==> src/rtl/shift_left_normalize_pipe_if.sv <==
// Stream bundle for the left-shift normalizer: an input beat channel
// (mantissa, sticky, exponent) and an output beat channel (normalized
// mantissa plus zero/underflow flags).
//
// Handshake: a beat moves across a channel on a rising clock edge where
// valid && ready. A producer holds valid and its data stable until that edge.
// The block's inReady never depends on inValid, and outValid/out* never
// depend combinationally on any input.
interface shift_left_normalize_pipe_if #(
    parameter int WIDTH     = 8,
    parameter int EXP_WIDTH = 6
);
    logic                 inValid;
    logic                 inReady;
    logic [WIDTH-1:0]     inData;
    logic                 inSticky;
    logic [EXP_WIDTH-1:0] inExp;

    logic                 outValid;
    logic                 outReady;
    logic [WIDTH-1:0]     outData;
    logic                 outSticky;
    logic [EXP_WIDTH-1:0] outExp;
    logic                 outZero;
    logic                 outUnderflow;

    // Environment side: produces input beats, consumes output beats.
    modport master (
        output inValid, inData, inSticky, inExp, outReady,
        input  inReady, outValid, outData, outSticky, outExp, outZero, outUnderflow
    );

    // Normalizer side.
    modport slave (
        input  inValid, inData, inSticky, inExp, outReady,
        output inReady, outValid, outData, outSticky, outExp, outZero, outUnderflow
    );
endinterface

==> src/rtl/shift_left_normalize_pipe.sv <==
// Two-stage pipelined left-shift normalizer. Stage 1 captures the beat and
// its leading-zero count; stage 2 shifts the mantissa to MSB=1, lowers the
// exponent by the shift and clamps it at the exponent minimum. The sticky bit
// rides along untouched. Each stage is a one-entry skid-free register that
// loads whenever the stage ahead of it frees up, giving 2 beats of capacity.
module shift_left_normalize_pipe #(
    parameter int WIDTH     = 8,
    parameter int EXP_WIDTH = 6
) (
    input  logic                        clock,
    input  logic                        resetn,
    shift_left_normalize_pipe_if.slave  bus
);
    localparam int LZW  = $clog2(WIDTH + 1);
    localparam int EXTW = EXP_WIDTH + 1;

    // Most negative exponent, sign-extended and plain.
    localparam logic [EXTW-1:0]      EXP_MIN_EXT = {2'b11, {(EXP_WIDTH-1){1'b0}}};
    localparam logic [EXP_WIDTH-1:0] EXP_MIN     = {1'b1, {(EXP_WIDTH-1){1'b0}}};

    // Stage 1 state
    logic                 s1_valid_q, s1_valid_d;
    logic [WIDTH-1:0]     s1_data_q, s1_data_d;
    logic                 s1_sticky_q, s1_sticky_d;
    logic [EXP_WIDTH-1:0] s1_exp_q, s1_exp_d;
    logic [LZW-1:0]       s1_lzc_q, s1_lzc_d;

    // Stage 2 state (drives the outputs directly)
    logic                 s2_valid_q, s2_valid_d;
    logic [WIDTH-1:0]     s2_data_q, s2_data_d;
    logic                 s2_sticky_q, s2_sticky_d;
    logic [EXP_WIDTH-1:0] s2_exp_q, s2_exp_d;
    logic                 s2_zero_q, s2_zero_d;
    logic                 s2_uflow_q, s2_uflow_d;

    logic                 s1_load;
    logic                 s2_load;
    logic [LZW-1:0]       in_lzc;
    logic [EXTW-1:0]      exp_diff;
    logic                 s1_is_zero;

    assign s2_load = !s2_valid_q || bus.outReady;
    assign s1_load = !s1_valid_q || s2_load;

    assign bus.inReady      = !s1_valid_q || !s2_valid_q || bus.outReady;
    assign bus.outValid     = s2_valid_q;
    assign bus.outData      = s2_data_q;
    assign bus.outSticky    = s2_sticky_q;
    assign bus.outExp       = s2_exp_q;
    assign bus.outZero      = s2_zero_q;
    assign bus.outUnderflow = s2_uflow_q;

    // Leading-zero count of the incoming mantissa; the highest set bit wins.
    always_comb begin
        in_lzc = LZW'(WIDTH);
        for (int i = 0; i < WIDTH; i++) begin
            if (bus.inData[i]) begin
                in_lzc = LZW'(WIDTH - 1 - i);
            end
        end
    end

    // Stage 1 next state: take a new beat (or a bubble) whenever it can move.
    always_comb begin
        s1_valid_d  = s1_valid_q;
        s1_data_d   = s1_data_q;
        s1_sticky_d = s1_sticky_q;
        s1_exp_d    = s1_exp_q;
        s1_lzc_d    = s1_lzc_q;
        if (s1_load) begin
            s1_valid_d = bus.inValid;
            if (bus.inValid) begin
                s1_data_d   = bus.inData;
                s1_sticky_d = bus.inSticky;
                s1_exp_d    = bus.inExp;
                s1_lzc_d    = in_lzc;
            end
        end
    end

    // Exponent after the shift, one bit wider so it cannot wrap.
    assign exp_diff   = {s1_exp_q[EXP_WIDTH-1], s1_exp_q} - EXTW'(s1_lzc_q);
    assign s1_is_zero = (s1_lzc_q == LZW'(WIDTH));

    // Stage 2 next state: normalize, clamp the exponent, flag zero/underflow.
    always_comb begin
        s2_valid_d  = s2_valid_q;
        s2_data_d   = s2_data_q;
        s2_sticky_d = s2_sticky_q;
        s2_exp_d    = s2_exp_q;
        s2_zero_d   = s2_zero_q;
        s2_uflow_d  = s2_uflow_q;
        if (s2_load) begin
            s2_valid_d = s1_valid_q;
            if (s1_valid_q) begin
                s2_sticky_d = s1_sticky_q;
                if (s1_is_zero) begin
                    s2_data_d  = '0;
                    s2_exp_d   = '0;
                    s2_zero_d  = 1'b1;
                    s2_uflow_d = 1'b0;
                end else begin
                    // Shift stays full even on underflow; denormals are handled later.
                    s2_data_d = s1_data_q << s1_lzc_q;
                    s2_zero_d = 1'b0;
                    if ($signed(exp_diff) < $signed(EXP_MIN_EXT)) begin
                        s2_exp_d   = EXP_MIN;
                        s2_uflow_d = 1'b1;
                    end else begin
                        s2_exp_d   = exp_diff[EXP_WIDTH-1:0];
                        s2_uflow_d = 1'b0;
                    end
                end
            end
        end
    end

    // Pipeline registers with synchronous active-low clear of every field.
    always_ff @(posedge clock) begin
        if (!resetn) begin
            s1_valid_q  <= 1'b0;
            s1_data_q   <= '0;
            s1_sticky_q <= 1'b0;
            s1_exp_q    <= '0;
            s1_lzc_q    <= '0;
            s2_valid_q  <= 1'b0;
            s2_data_q   <= '0;
            s2_sticky_q <= 1'b0;
            s2_exp_q    <= '0;
            s2_zero_q   <= 1'b0;
            s2_uflow_q  <= 1'b0;
        end else begin
            s1_valid_q  <= s1_valid_d;
            s1_data_q   <= s1_data_d;
            s1_sticky_q <= s1_sticky_d;
            s1_exp_q    <= s1_exp_d;
            s1_lzc_q    <= s1_lzc_d;
            s2_valid_q  <= s2_valid_d;
            s2_data_q   <= s2_data_d;
            s2_sticky_q <= s2_sticky_d;
            s2_exp_q    <= s2_exp_d;
            s2_zero_q   <= s2_zero_d;
            s2_uflow_q  <= s2_uflow_d;
        end
    end
endmodule

==> src/flat_wrapper.sv <==
// flat-port wrapper written by rule: the top's interface ports become plain ports
module shift_left_normalize_pipe_flat 
#(
    parameter int WIDTH     = 8,
    parameter int EXP_WIDTH = 6
)
  (clock, resetn, bus_inValid, bus_inData, bus_inSticky, bus_inExp, bus_outReady, bus_inReady, bus_outValid, bus_outData, bus_outSticky, bus_outExp, bus_outZero, bus_outUnderflow);
  shift_left_normalize_pipe_if #(.WIDTH(WIDTH), .EXP_WIDTH(EXP_WIDTH)) bus_i ();
  input  logic clock;
  input  logic resetn;
  input wire logic [$bits(bus_i.inValid)-1:0] bus_inValid;
  input wire logic [$bits(bus_i.inData)-1:0] bus_inData;
  input wire logic [$bits(bus_i.inSticky)-1:0] bus_inSticky;
  input wire logic [$bits(bus_i.inExp)-1:0] bus_inExp;
  input wire logic [$bits(bus_i.outReady)-1:0] bus_outReady;
  output wire logic [$bits(bus_i.inReady)-1:0] bus_inReady;
  output wire logic [$bits(bus_i.outValid)-1:0] bus_outValid;
  output wire logic [$bits(bus_i.outData)-1:0] bus_outData;
  output wire logic [$bits(bus_i.outSticky)-1:0] bus_outSticky;
  output wire logic [$bits(bus_i.outExp)-1:0] bus_outExp;
  output wire logic [$bits(bus_i.outZero)-1:0] bus_outZero;
  output wire logic [$bits(bus_i.outUnderflow)-1:0] bus_outUnderflow;
  assign bus_i.inValid = bus_inValid;
  assign bus_i.inData = bus_inData;
  assign bus_i.inSticky = bus_inSticky;
  assign bus_i.inExp = bus_inExp;
  assign bus_i.outReady = bus_outReady;
  assign bus_inReady = bus_i.inReady;
  assign bus_outValid = bus_i.outValid;
  assign bus_outData = bus_i.outData;
  assign bus_outSticky = bus_i.outSticky;
  assign bus_outExp = bus_i.outExp;
  assign bus_outZero = bus_i.outZero;
  assign bus_outUnderflow = bus_i.outUnderflow;
  shift_left_normalize_pipe #(.WIDTH(WIDTH), .EXP_WIDTH(EXP_WIDTH)) u_core (.clock(clock), .resetn(resetn), .bus(bus_i));
endmodule
==> config.mk <==
export PLATFORM = sky130hd
export DESIGN_NAME = shift_left_normalize_pipe_flat
export DESIGN_NICKNAME = d
export VERILOG_FILES = /design/src/rtl/shift_left_normalize_pipe_if.sv /design/src/rtl/shift_left_normalize_pipe.sv /design/src/flat_wrapper.sv
export SDC_FILE = /design/constraint.sdc
export NUM_CORES = 1
export LEC_CHECK = 0
export CORE_MARGIN = 4
export CORE_UTILIZATION = 52
export CTS_CLUSTER_SIZE = 25
export DETAILED_ROUTE_END_ITERATION = 8
export GPL_ROUTABILITY_DRIVEN = 0
export GPL_TIMING_DRIVEN = 1
export PLACE_DENSITY = 0.9
export REMOVE_ABC_BUFFERS = 1
export SLEW_MARGIN = 10
export SYNTH_ARGS = -nofsm -noshare
export SYNTH_HDL_FRONTEND = slang
export SYNTH_SLANG_ARGS = --single-unit
export TNS_END_PERCENT = 100
==> constraint.sdc <==
create_clock -name clock -period 4.85 [get_ports clock]
set_input_delay 1.2125 -clock clock [delete_from_list [all_inputs] [get_ports clock]]
set_output_delay 1.2125 -clock clock [all_outputs]
set_load 0.01 [all_outputs]
==> summary.md, run 1 <==
| Metric | Value |
|---|---|
| Worst-Margin Slew | `0.850 ns` |
| # setup viols final | `0` |
| Yosys warnings | `0` |
| Crit path time final | `3.62 ns` |
| Total I/O pin count | `38` |
| DRC viols | `0` |
| Cts hold-fix bufs | `0` |
| Crit start category | `primary input` |
| Post-synth top area cell | `dfxtp_1` |
| Vias in the first global route | `1481` |
| RSZ-0062 raised after global routing | `false` |
| Synth-to-Final Area Change | `24.0%` |
| First-pass GRT wire length | `6490 um` |
| Yosys top cell area share | `42.7%` |
| Fin util | `70.0%` |
| Die area | `4420 um^2` |
| Yosys reg bits | `38` |
| Longest Clk Path Bufs | `2` |
| Via/cell ratio | `5.34` |
| Wire length on met3 | `189 um` |
| Root Driver | `clkbuf_4` |
| CP Capture Type | `primary output` |
| Fill cell count | `294` |
| Fmax | `276 MHz` |
| Unique masters post-synth | `39` |
| Post-CTS setup buffer count | `0` |
| Hold WC Path Type | `flop to flop` |
| Post-DRT Antenna Nets | `0` |
| Ys flop type | `dfxtp_1` |
| Cts bufs inserted | `5` |
| Nets | `279` |
| Clock transition at path regs | `0.10 ns` |
| TritonCTS clock tree | `yes` |
| Cell Area, Placed | `2160 um^2` |
| Port bufs | `37` |
| Share of the yosys chip area belonging to registers | `42.7%` |
| Largest cells by area after synthesis | `dfxtp_1 43%, nand2_1 9.1%, a21oi_1 8.2%, nor2_1 4.8%, mux2i_1 4.5%` |
| MaxCap Viol Count | `0` |
| Std-Cell Rows | `20` |
| Largest net degree at the start of global routing | `30` |
| Remaining Overflow, GRT | `0` |
| Post-Synthesis Cell Area | `1780 um^2` |
| Clock sink count | `38` |
| Critical path arrival | `2.41 ns` |
| EDFF count, synth | `0` |
| Routed WL | `3820 um` |
| Die X | `66.5 um` |
| CP required | `3.64 ns` |
| Die Y | `66.5 um` |
| PD cells | `273 nW/um^2` |
| Post-CTS sizing | `0` |
| Vias | `1592` |
| Layout cell share with drive strength beyond 1 | `3.94%` |
| Met2 wire length | `1800 um` |
| Clock Latency Late Sink | `0.34 ns` |
| WL/cell | `12.8 um` |
| Initial Utilization | `56.5%` |
| Fin Setup TNS | `0 ns` |
| Ant diodes | `0` |
| Placeable Area | `3150 um^2` |
| Peak supply drop | `0.192 mV` |
| Wl on met1 | `1770 um` |
| Highest routed layer | `met4` |
| Clock skew | `0.00879 ns` |
| Placed cell count | `292` |
| Leakage | `0.848 nW` |
| DPL Wire Length | `2800 um` |
| Most frequent cells in the layout | `43 x nand2_1, 38 x dfxtp_1, 37 x clkdlybuf4s50_1` |
| CP Class | `primary input to primary output` |
| Post-route insts no fill | `298` |
| Synth Instances | `222` |
| Synth Area per Inst | `8.02 um^2` |
| Endpoints failing hold | `0` |
| Status | `completed` |
| Worst-path fanout max | `4` |
| Slew margin rel. | `43.3%` |
| Overall routing resource usage | `19.4%` |
| DRT iter0 DRCs | `84` |
| H-tree depth | `2` |
| Share of flip-flops with an asynchronous set or reset | `0%` |
| Post-layout instance area | `2210 um^2` |
| Slew Viols, Final | `0` |
| Fin crit share | `74.6%` |
| Commonest non-fill, non-tap cell in the layout | `nand2_1` |
| Antenna violations before repair | `0` |
| 1st-pass router iterations | `4` |
flip-flops by register name, indices dropped and copies added (netlist names):
register                 count
u_core.bus.outZero           1
u_core.bus.outSticky         1
u_core.bus.outData           8
u_core.s1_exp_q              6
u_core.bus.outExp            6
u_core.bus.outValid          1
u_core.s1_sticky_q           1
u_core.bus.outUnderflow      1
u_core.s1_lzc_q              4
u_core.s1_data_q             8
u_core.s1_valid_q            1
synthesized netlist by cell type (all sizes together) (4+ instances only):
| cell | number |
|---|---|
| clkbuf | 4 |
| o21ai | 8 |
| ha | 4 |
| nor2 | 23 |
| nand2 | 43 |
| dfxtp | 38 |
| nand3 | 4 |
| a21oi | 29 |
| buf | 7 |
| inv | 11 |
| a211oi | 4 |
| mux2i | 8 |
worst paths after layout:
check,from,to,slack (ns),cells past startpoint
worst max-delay path,bus_outReady,bus_inReady,1.23,3
worst min-delay path,u_core.bus.outData[4]$_SDFFE_PN0P_,u_core.bus.outData[4]$_SDFFE_PN0P_,0.46,2
worst max register to register,u_core.s1_lzc_q[0]$_SDFFE_PN0P_,u_core.bus.outExp[2]$_SDFFE_PN0P_,2.35,8
worst min register to register,u_core.bus.outData[4]$_SDFFE_PN0P_,u_core.bus.outData[4]$_SDFFE_PN0P_,0.46,2
routing by layer:
| metal | global-route usage, % | vias up |
|---|---|---|
| met1 | 23.4 | 709 |
| met3 | 5.56 | 6 |
| li1 | - | 836 |
| met4 | 6.09 | 0 |
| met5 | 0 | - |
| met2 | 33.1 | 41 |
through the flow:
stage	setup WS [ns]	hold WS [ns]	power, mW
after CTS	1.24	0.464	0.608
final	1.23	0.457	0.604
after floorplan	2.20	0.432	0.402
after detailed placement	1.25	0.441	0.448
after global routing	1.17	0.488	0.637
after global placement	1.27	0.435	0.445
power breakdown:
group	internal [mW]	leakage (nW)	switching, mW	total (mW)
registers	0.326	0.310	0.0124	0.339
clock network	0.0654	0.0302	0.0978	0.163
logic	0.0504	0.508	0.0518	0.102
area by class of cell:
| cell class | count | area (um^2) | area share (%) |
|---|---|---|---|
| multi-input cells | 162 | 930 | 42.1 |
| flip-flops and latches | 38 | 761 | 34.4 |
| repair buffers | 37 | 370 | 16.8 |
| well taps | 44 | 55.1 | 2.49 |
| clock buffers | 6 | 51.3 | 2.32 |
| inverters | 11 | 41.3 | 1.87 |
critical path, cell delays in order:
cell and delay [ns]:
clkdlybuf4s50_1 0.47, nand3b_1 0.16, clkdlybuf4s50_1 0.55
cell families (layout without fill, tap and decap cells):
group                    Yosys count  in the layout  share of synthesized area, %
multiplexers                       9              9                          5.13
XOR/XNOR                           3              3                          1.48
AO/OA/AOI/OAI                     57             57                          19.7
AND/OR/NAND/NOR                   88             88                          22.0
buffers and inverters             22             54                          5.06
flip-flops                        38             38                          42.7
adder cells (fa/ha/maj)            5              5                          3.94
(Power assumes the default switching activity.)
==> run 2: changes to the inputs <==
--- a/config.mk
+++ b/config.mk
@@ -6,12 +6,12 @@
 export NUM_CORES = 1
 export LEC_CHECK = 0
 export CORE_MARGIN = 4
-export CORE_UTILIZATION = 52
+export CORE_UTILIZATION = 50
 export CTS_CLUSTER_SIZE = 25
 export DETAILED_ROUTE_END_ITERATION = 8
 export GPL_ROUTABILITY_DRIVEN = 0
 export GPL_TIMING_DRIVEN = 1
-export PLACE_DENSITY = 0.9
+export PLACE_DENSITY = 0.88
 export REMOVE_ABC_BUFFERS = 1
 export SLEW_MARGIN = 10
 export SYNTH_ARGS = -nofsm -noshare
==> constraint.sdc (replaced) <==
create_clock -name clock -period 3.5 [get_ports clock]
set_input_delay 0.875 -clock clock [delete_from_list [all_inputs] [get_ports clock]]
set_output_delay 0.875 -clock clock [all_outputs]
set_load 0.01 [all_outputs]
==> run 2 against run 1 <==
Non-clock buffer count up 2. Critical path depth unchanged. Clock power is 45% higher. Die area up 3.5%. Total power increased by 40%. Sequential cell count unchanged. Worst setup slack got worse by 0.66 ns. Critical endpoint unchanged. Final area increased by 1.2%. Largest power group unchanged. Register-to-register slack got worse by 1.4 ns. Final cell count grew 2.0%.
==> summary.md, run 2 (synthesis results as in run 1) <==
| Metric | Value |
|---|---|
| Status | `completed` |
| Met3 Use GR | `3.83%` |
| Crit start category | `primary input` |
| TritonCTS clock tree | `yes` |
| Post-route insts no fill | `304` |
| Cts bufs inserted | `5` |
| Nets | `281` |
| Fin Setup TNS | `0 ns` |
| Worst-path fanout max | `4` |
| Top Family by Delay on Critical Path | `buffers and inverters` |
| Logic pwr share | `17.1%` |
| H-tree depth | `2` |
| Clock skew | `0.0185 ns` |
| Post-layout instance area | `2230 um^2` |
| Clock sink count | `38` |
| PD cells | `379 nW/um^2` |
| Hold WC Path Type | `flop to flop` |
| Die Y | `67.7 um` |
| Die X | `67.7 um` |
| Remaining Overflow, GRT | `0` |
| Slew Viols, Final | `0` |
| RSZ-0062 raised after global routing | `false` |
| Hold Crit Start | `u_core.s1_exp_q[0]$_SDFFE_PN0P_` |
| Slew margin rel. | `56.5%` |
| Critical path arrival | `2.05 ns` |
| Post-CTS setup buffer count | `0` |
| NetSw | `0.227 mW` |
| Slowest-stage cell, CP | `clkdlybuf4s50_1` |
| Clock transition at path regs | `0.10 ns` |
| Placed cell count | `296` |
| Layout cell share with drive strength beyond 1 | `5.04%` |
| Antenna violations before repair | `0` |
| Port bufs | `37` |
| Fin crit share | `83.6%` |
| Via/cell ratio | `5.32` |
| Fmax | `342 MHz` |
| Global-route met1 utilization | `21.9%` |
| CP Capture Type | `primary output` |
| Post-DRT Antenna Nets | `0` |
| Fin util | `65.9%` |
| R2r startpoint | `u_core.s1_lzc_q[0]$_SDFFE_PN0P_` |
| CP required | `2.62 ns` |
| Buffer and inverter count on the worst path | `2` |
| Overall routing resource usage | `17.8%` |
| Ant diodes | `0` |
| DRT iter0 DRCs | `94` |
| Most frequent cells in the layout | `43 x nand2_1, 38 x dfxtp_1, 37 x clkdlybuf4s50_1` |
| 1st-pass router iterations | `6` |
| Cell Area, Placed | `2170 um^2` |
| Total I/O pin count | `38` |
| # setup viols final | `0` |
| DRC viols | `0` |
| Max incr delay on CP | `0.55 ns` |
| Initial Utilization | `52.5%` |
| Most Crowded Layer GR | `met2` |
| Std-Cell Rows | `21` |
| Endpoints failing hold | `0` |
| Critical Path Start | `bus_outReady` |
| Peak supply drop | `0.218 mV` |
| Clock share of power | `27.8%` |
| Cts hold-fix bufs | `0` |
| Largest net degree at the start of global routing | `21` |
| Share of power burned in registers | `55.1%` |
| Worst-Margin Slew | `0.653 ns` |
| DPL Wire Length | `2890 um` |
| WL/cell | `12.6 um` |
| Leakage | `0.864 nW` |
| First-pass GRT wire length | `6240 um` |
| Longest Clk Path Bufs | `2` |
| Fill cell count | `298` |
| Root Driver | `clkbuf_4` |
| Post-CTS sizing | `0` |
| Placeable Area | `3390 um^2` |
| GR Layer Usage met2 | `30.1%` |
| Routed WL | `3830 um` |
| Internal Power | `0.621 mW` |
| Die area | `4580 um^2` |
| CP Cell Sequence | `clkdlybuf4s50_1 -> nand3b_1 -> clkdlybuf4s50_1` |
| Hold WS | `0.461 ns` |
| MaxCap Viol Count | `0` |
| Most used cell, CP | `clkdlybuf4s50_1` |
| Vias | `1616` |
| Clock Latency Late Sink | `0.35 ns` |
| Commonest non-fill, non-tap cell in the layout | `nand2_1` |
| Crit path time final | `2.93 ns` |
| Synth-to-Final Area Change | `25.5%` |
| CP Class | `primary input to primary output` |
| Sw frac | `26.8%` |
| Vias in the first global route | `1502` |
-- run 2: cell types whose count changed in the layout (fill, tap and decap cells not counted) --
cell      previous run  this run
buf_4                0         2
clkbuf_1             0         1
clkinv_2             0         1
-- run 2: power by group through the flow --
stage	Clock (mW)	Sequential, mW	Combinational [mW]
3_3_place_gp	0	0.476	0.141
4_1_cts	0.242	0.467	0.146
2_1_floorplan	0	0.479	0.0782
6_report	0.236	0.467	0.145
5_1_grt	0.256	0.470	0.163
3_5_place_dp	0	0.477	0.144
-- run 2: layout make-up --
| class | count | area, um^2 | share of cell area (%) |
|---|---|---|---|
| Inverter | 11 | 41.3 | 1.85 |
| Multi-Input combinational cell | 162 | 930 | 41.6 |
| Clock inverter | 1 | 5.00 | 0.224 |
| Timing Repair Buffer | 39 | 385 | 17.2 |
| Tap cell | 46 | 57.6 | 2.58 |
| Clock buffer | 7 | 55.1 | 2.46 |
| Sequential cell | 38 | 761 | 34.0 |
-- run 2: through the flow --
stage	setup slack, ns	power (mW)
floorplan	1.23	0.557
global placement	0.591	0.617
detailed placement	0.572	0.622
CTS	0.568	0.854
global route	0.531	0.890
finish	0.574	0.848
-- run 2: path summary, 6_finish.rpt --
| kind | endpoint | slack [ns] | cells after the start |
|---|---|---|---|
| setup reg to reg | u_core.bus.outExp[2]$_SDFFE_PN0P_ | 0.96 | 8 |
| hold / removal | u_core.s1_exp_q[0]$_SDFFE_PN0P_ | 0.46 | 2 |
| setup / recovery | bus_inReady | 0.57 | 3 |
| hold reg to reg | u_core.s1_exp_q[0]$_SDFFE_PN0P_ | 0.46 | 2 |
-- run 2: layer usage --
layer	vias to the layer above	share of wire [%]
met4	0	1.6
met5	-	0
met2	42	47
li1	837	-
met3	7	4.9
met1	730	46
-- run 2: worst reg2reg max path, stage by stage, from the launching register on --
cell      delay, ns
dfxtp_1        0.66
ha_1           0.29
inv_1          0.07
fa_1           0.42
nor4b_1        0.31
o2111a_1       0.24
a211oi_1       0.06
and2_4         0.17
a32o_1         0.24
==> run 3: changes to the inputs <==
--- a/config.mk
+++ b/config.mk
@@ -6,12 +6,12 @@
 export NUM_CORES = 1
 export LEC_CHECK = 0
 export CORE_MARGIN = 4
-export CORE_UTILIZATION = 50
+export CORE_UTILIZATION = 45
 export CTS_CLUSTER_SIZE = 25
 export DETAILED_ROUTE_END_ITERATION = 8
 export GPL_ROUTABILITY_DRIVEN = 0
 export GPL_TIMING_DRIVEN = 1
-export PLACE_DENSITY = 0.88
+export PLACE_DENSITY = 0.84
 export REMOVE_ABC_BUFFERS = 1
 export SLEW_MARGIN = 10
 export SYNTH_ARGS = -nofsm -noshare
==> constraint.sdc (replaced) <==
create_clock -name clock -period 2.35 [get_ports clock]
set_input_delay 0.5875 -clock clock [delete_from_list [all_inputs] [get_ports clock]]
set_output_delay 0.5875 -clock clock [all_outputs]
set_load 0.01 [all_outputs]
==> run 3 against run 2 <==
Critical path depth did not move. Total power rose by 89%. Critical path type unchanged. Worst setup slack got worse by 0.51 ns. Final cell count rose by 3.3%.
==> summary.md, run 3 (synthesis results as in run 1) <==
| Metric | Value |
|---|---|
| Status | `completed` |
| Ant diodes | `0` |
| Placed cell count | `306` |
| Critical path arrival | `1.70 ns` |
| Vias | `1648` |
| Fin util | `63.7%` |
| Root Driver | `clkbuf_8` |
| CP Cell Sequence | `clkdlybuf4s50_1 -> nand3b_1 -> clkdlybuf4s50_1` |
| Largest net degree at the start of global routing | `29` |
| Post-layout instance area | `2390 um^2` |
| Cts hold-fix bufs | `0` |
| Max incr delay on CP | `0.54 ns` |
| Worst-Margin Slew | `0.434 ns` |
| Fin Setup TNS | `0 ns` |
| Total I/O pin count | `38` |
| Initial Utilization | `47.6%` |
| Vias in the first global route | `1550` |
| CP Class | `primary input to primary output` |
| Most used cell, CP | `clkdlybuf4s50_1` |
| Slew margin rel. | `70.8%` |
| Placeable Area | `3740 um^2` |
| DRC viols | `0` |
| Die Y | `70.9 um` |
| Fmax | `437 MHz` |
| Synth-to-Final Area Change | `34.0%` |
| Port bufs | `37` |
| Remaining Overflow, GRT | `0` |
| Fin crit share | `97.3%` |
| Commonest non-fill, non-tap cell in the layout | `nand2_1` |
| Antenna violations before repair | `0` |
| Longest Clk Path Bufs | `2` |
| Most frequent cells in the layout | `43 x nand2_1, 38 x dfxtp_1, 37 x clkdlybuf4s50_1` |
| # setup viols final | `0` |
| Clock Latency Late Sink | `0.29 ns` |
| MaxCap Viol Count | `0` |
| Overall routing resource usage | `16.8%` |
| 1st-pass router iterations | `4` |
| Die X | `70.9 um` |
| Post-DRT Antenna Nets | `0` |
| PD cells | `671 nW/um^2` |
| Slew Viols, Final | `0` |
| Worst-path fanout max | `2` |
| Cts bufs inserted | `5` |
| WL/cell | `12.7 um` |
| DRT iter0 DRCs | `81` |
| Routed WL | `3990 um` |
| Layout cell share with drive strength beyond 1 | `8.65%` |
| Leakage | `0.940 nW` |
| First-pass GRT wire length | `6840 um` |
| Crit path time final | `2.29 ns` |
| Clock skew | `0.00384 ns` |
| Slowest-stage cell, CP | `clkdlybuf4s50_1` |
| Crit start category | `primary input` |
| Clock transition at path regs | `0.07 ns` |
| Die area | `5030 um^2` |
| RSZ-0062 raised after global routing | `false` |
| CP required | `1.76 ns` |
| Via/cell ratio | `5.25` |
| Std-Cell Rows | `22` |
| H-tree depth | `2` |
| Endpoints failing hold | `0` |
| Hold WS | `0.454 ns` |
| TritonCTS clock tree | `yes` |
| CP Capture Type | `primary output` |
| Clock sink count | `38` |
| Peak supply drop | `0.357 mV` |
| Nets | `289` |
| Cell Area, Placed | `2240 um^2` |
| Post-route insts no fill | `314` |
| DPL Wire Length | `2970 um` |
| Hold WC Path Type | `flop to flop` |
## run 3: cell count changes in the layout (fill, tap and decap cells not counted)
cell       delta
buf_4         +8
clkbuf_4      -5
clkbuf_8      +5
bufinv_16     +2
clkbuf_1      -1
clkinv_2      -1
nor4b_1       -1
nor4b_2       +1
## run 3: routing by layer
metal	up-vias	global-route usage [%]	share of wire [%]
met5	-	0	0
met4	0	5.85	1.1
met3	5	4.26	5.1
met2	39	28.9	49
met1	751	20.1	45
li1	853	-	-
## run 3: through the flow
stage,power [mW],setup slack [ns]
after CTS,1.61,0.0556
after floorplan,0.830,0.0846
final,1.60,0.0625
after global routing,1.67,0.00614
after global placement,0.929,0.0636
after detailed placement,0.935,0.0533
## run 3: area by class of cell
cell class	instances	area (um^2)
flip-flops and latches	38	761
clock buffers	6	82.6
clock inverters	2	60.1
multi-input cells	162	936
repair buffers	47	445
well taps	48	60.1
fillers	343	1360
inverters	11	41.3
## run 3: critical path, delay by kind of cell
kind,cells,cell delay [ns]
buffers and inverters,2,1.00
AND/OR/NAND/NOR,1,0.12
## run 3: power breakdown
| part | total (mW) | internal [mW] | switching, mW |
|---|---|---|---|
| sequential | 0.693 | 0.673 | 0.0196 |
| clock | 0.678 | 0.453 | 0.226 |
| combinational | 0.230 | 0.114 | 0.116 |
## run 3: path summary, 6_finish.rpt
check | start | endpoint | slack (ns) | cells past startpoint
max | bus_outReady | bus_inReady | 0.06 | 3
min reg2reg | u_core.bus.outData[7]$_SDFFE_PN0P_ | u_core.bus.outData[7]$_SDFFE_PN0P_ | 0.45 | 2
max reg2reg | u_core.s1_exp_q[0]$_SDFFE_PN0P_ | u_core.bus.outExp[2]$_SDFFE_PN0P_ | 0.19 | 9
min | u_core.bus.outData[7]$_SDFFE_PN0P_ | u_core.bus.outData[7]$_SDFFE_PN0P_ | 0.45 | 2
## run 3: timing repair
action                                  4_1_cts  5_1_grt
buffers inserted                              0        0
endpoints found under the setup margin        0        1
gates resized for setup                       0        1
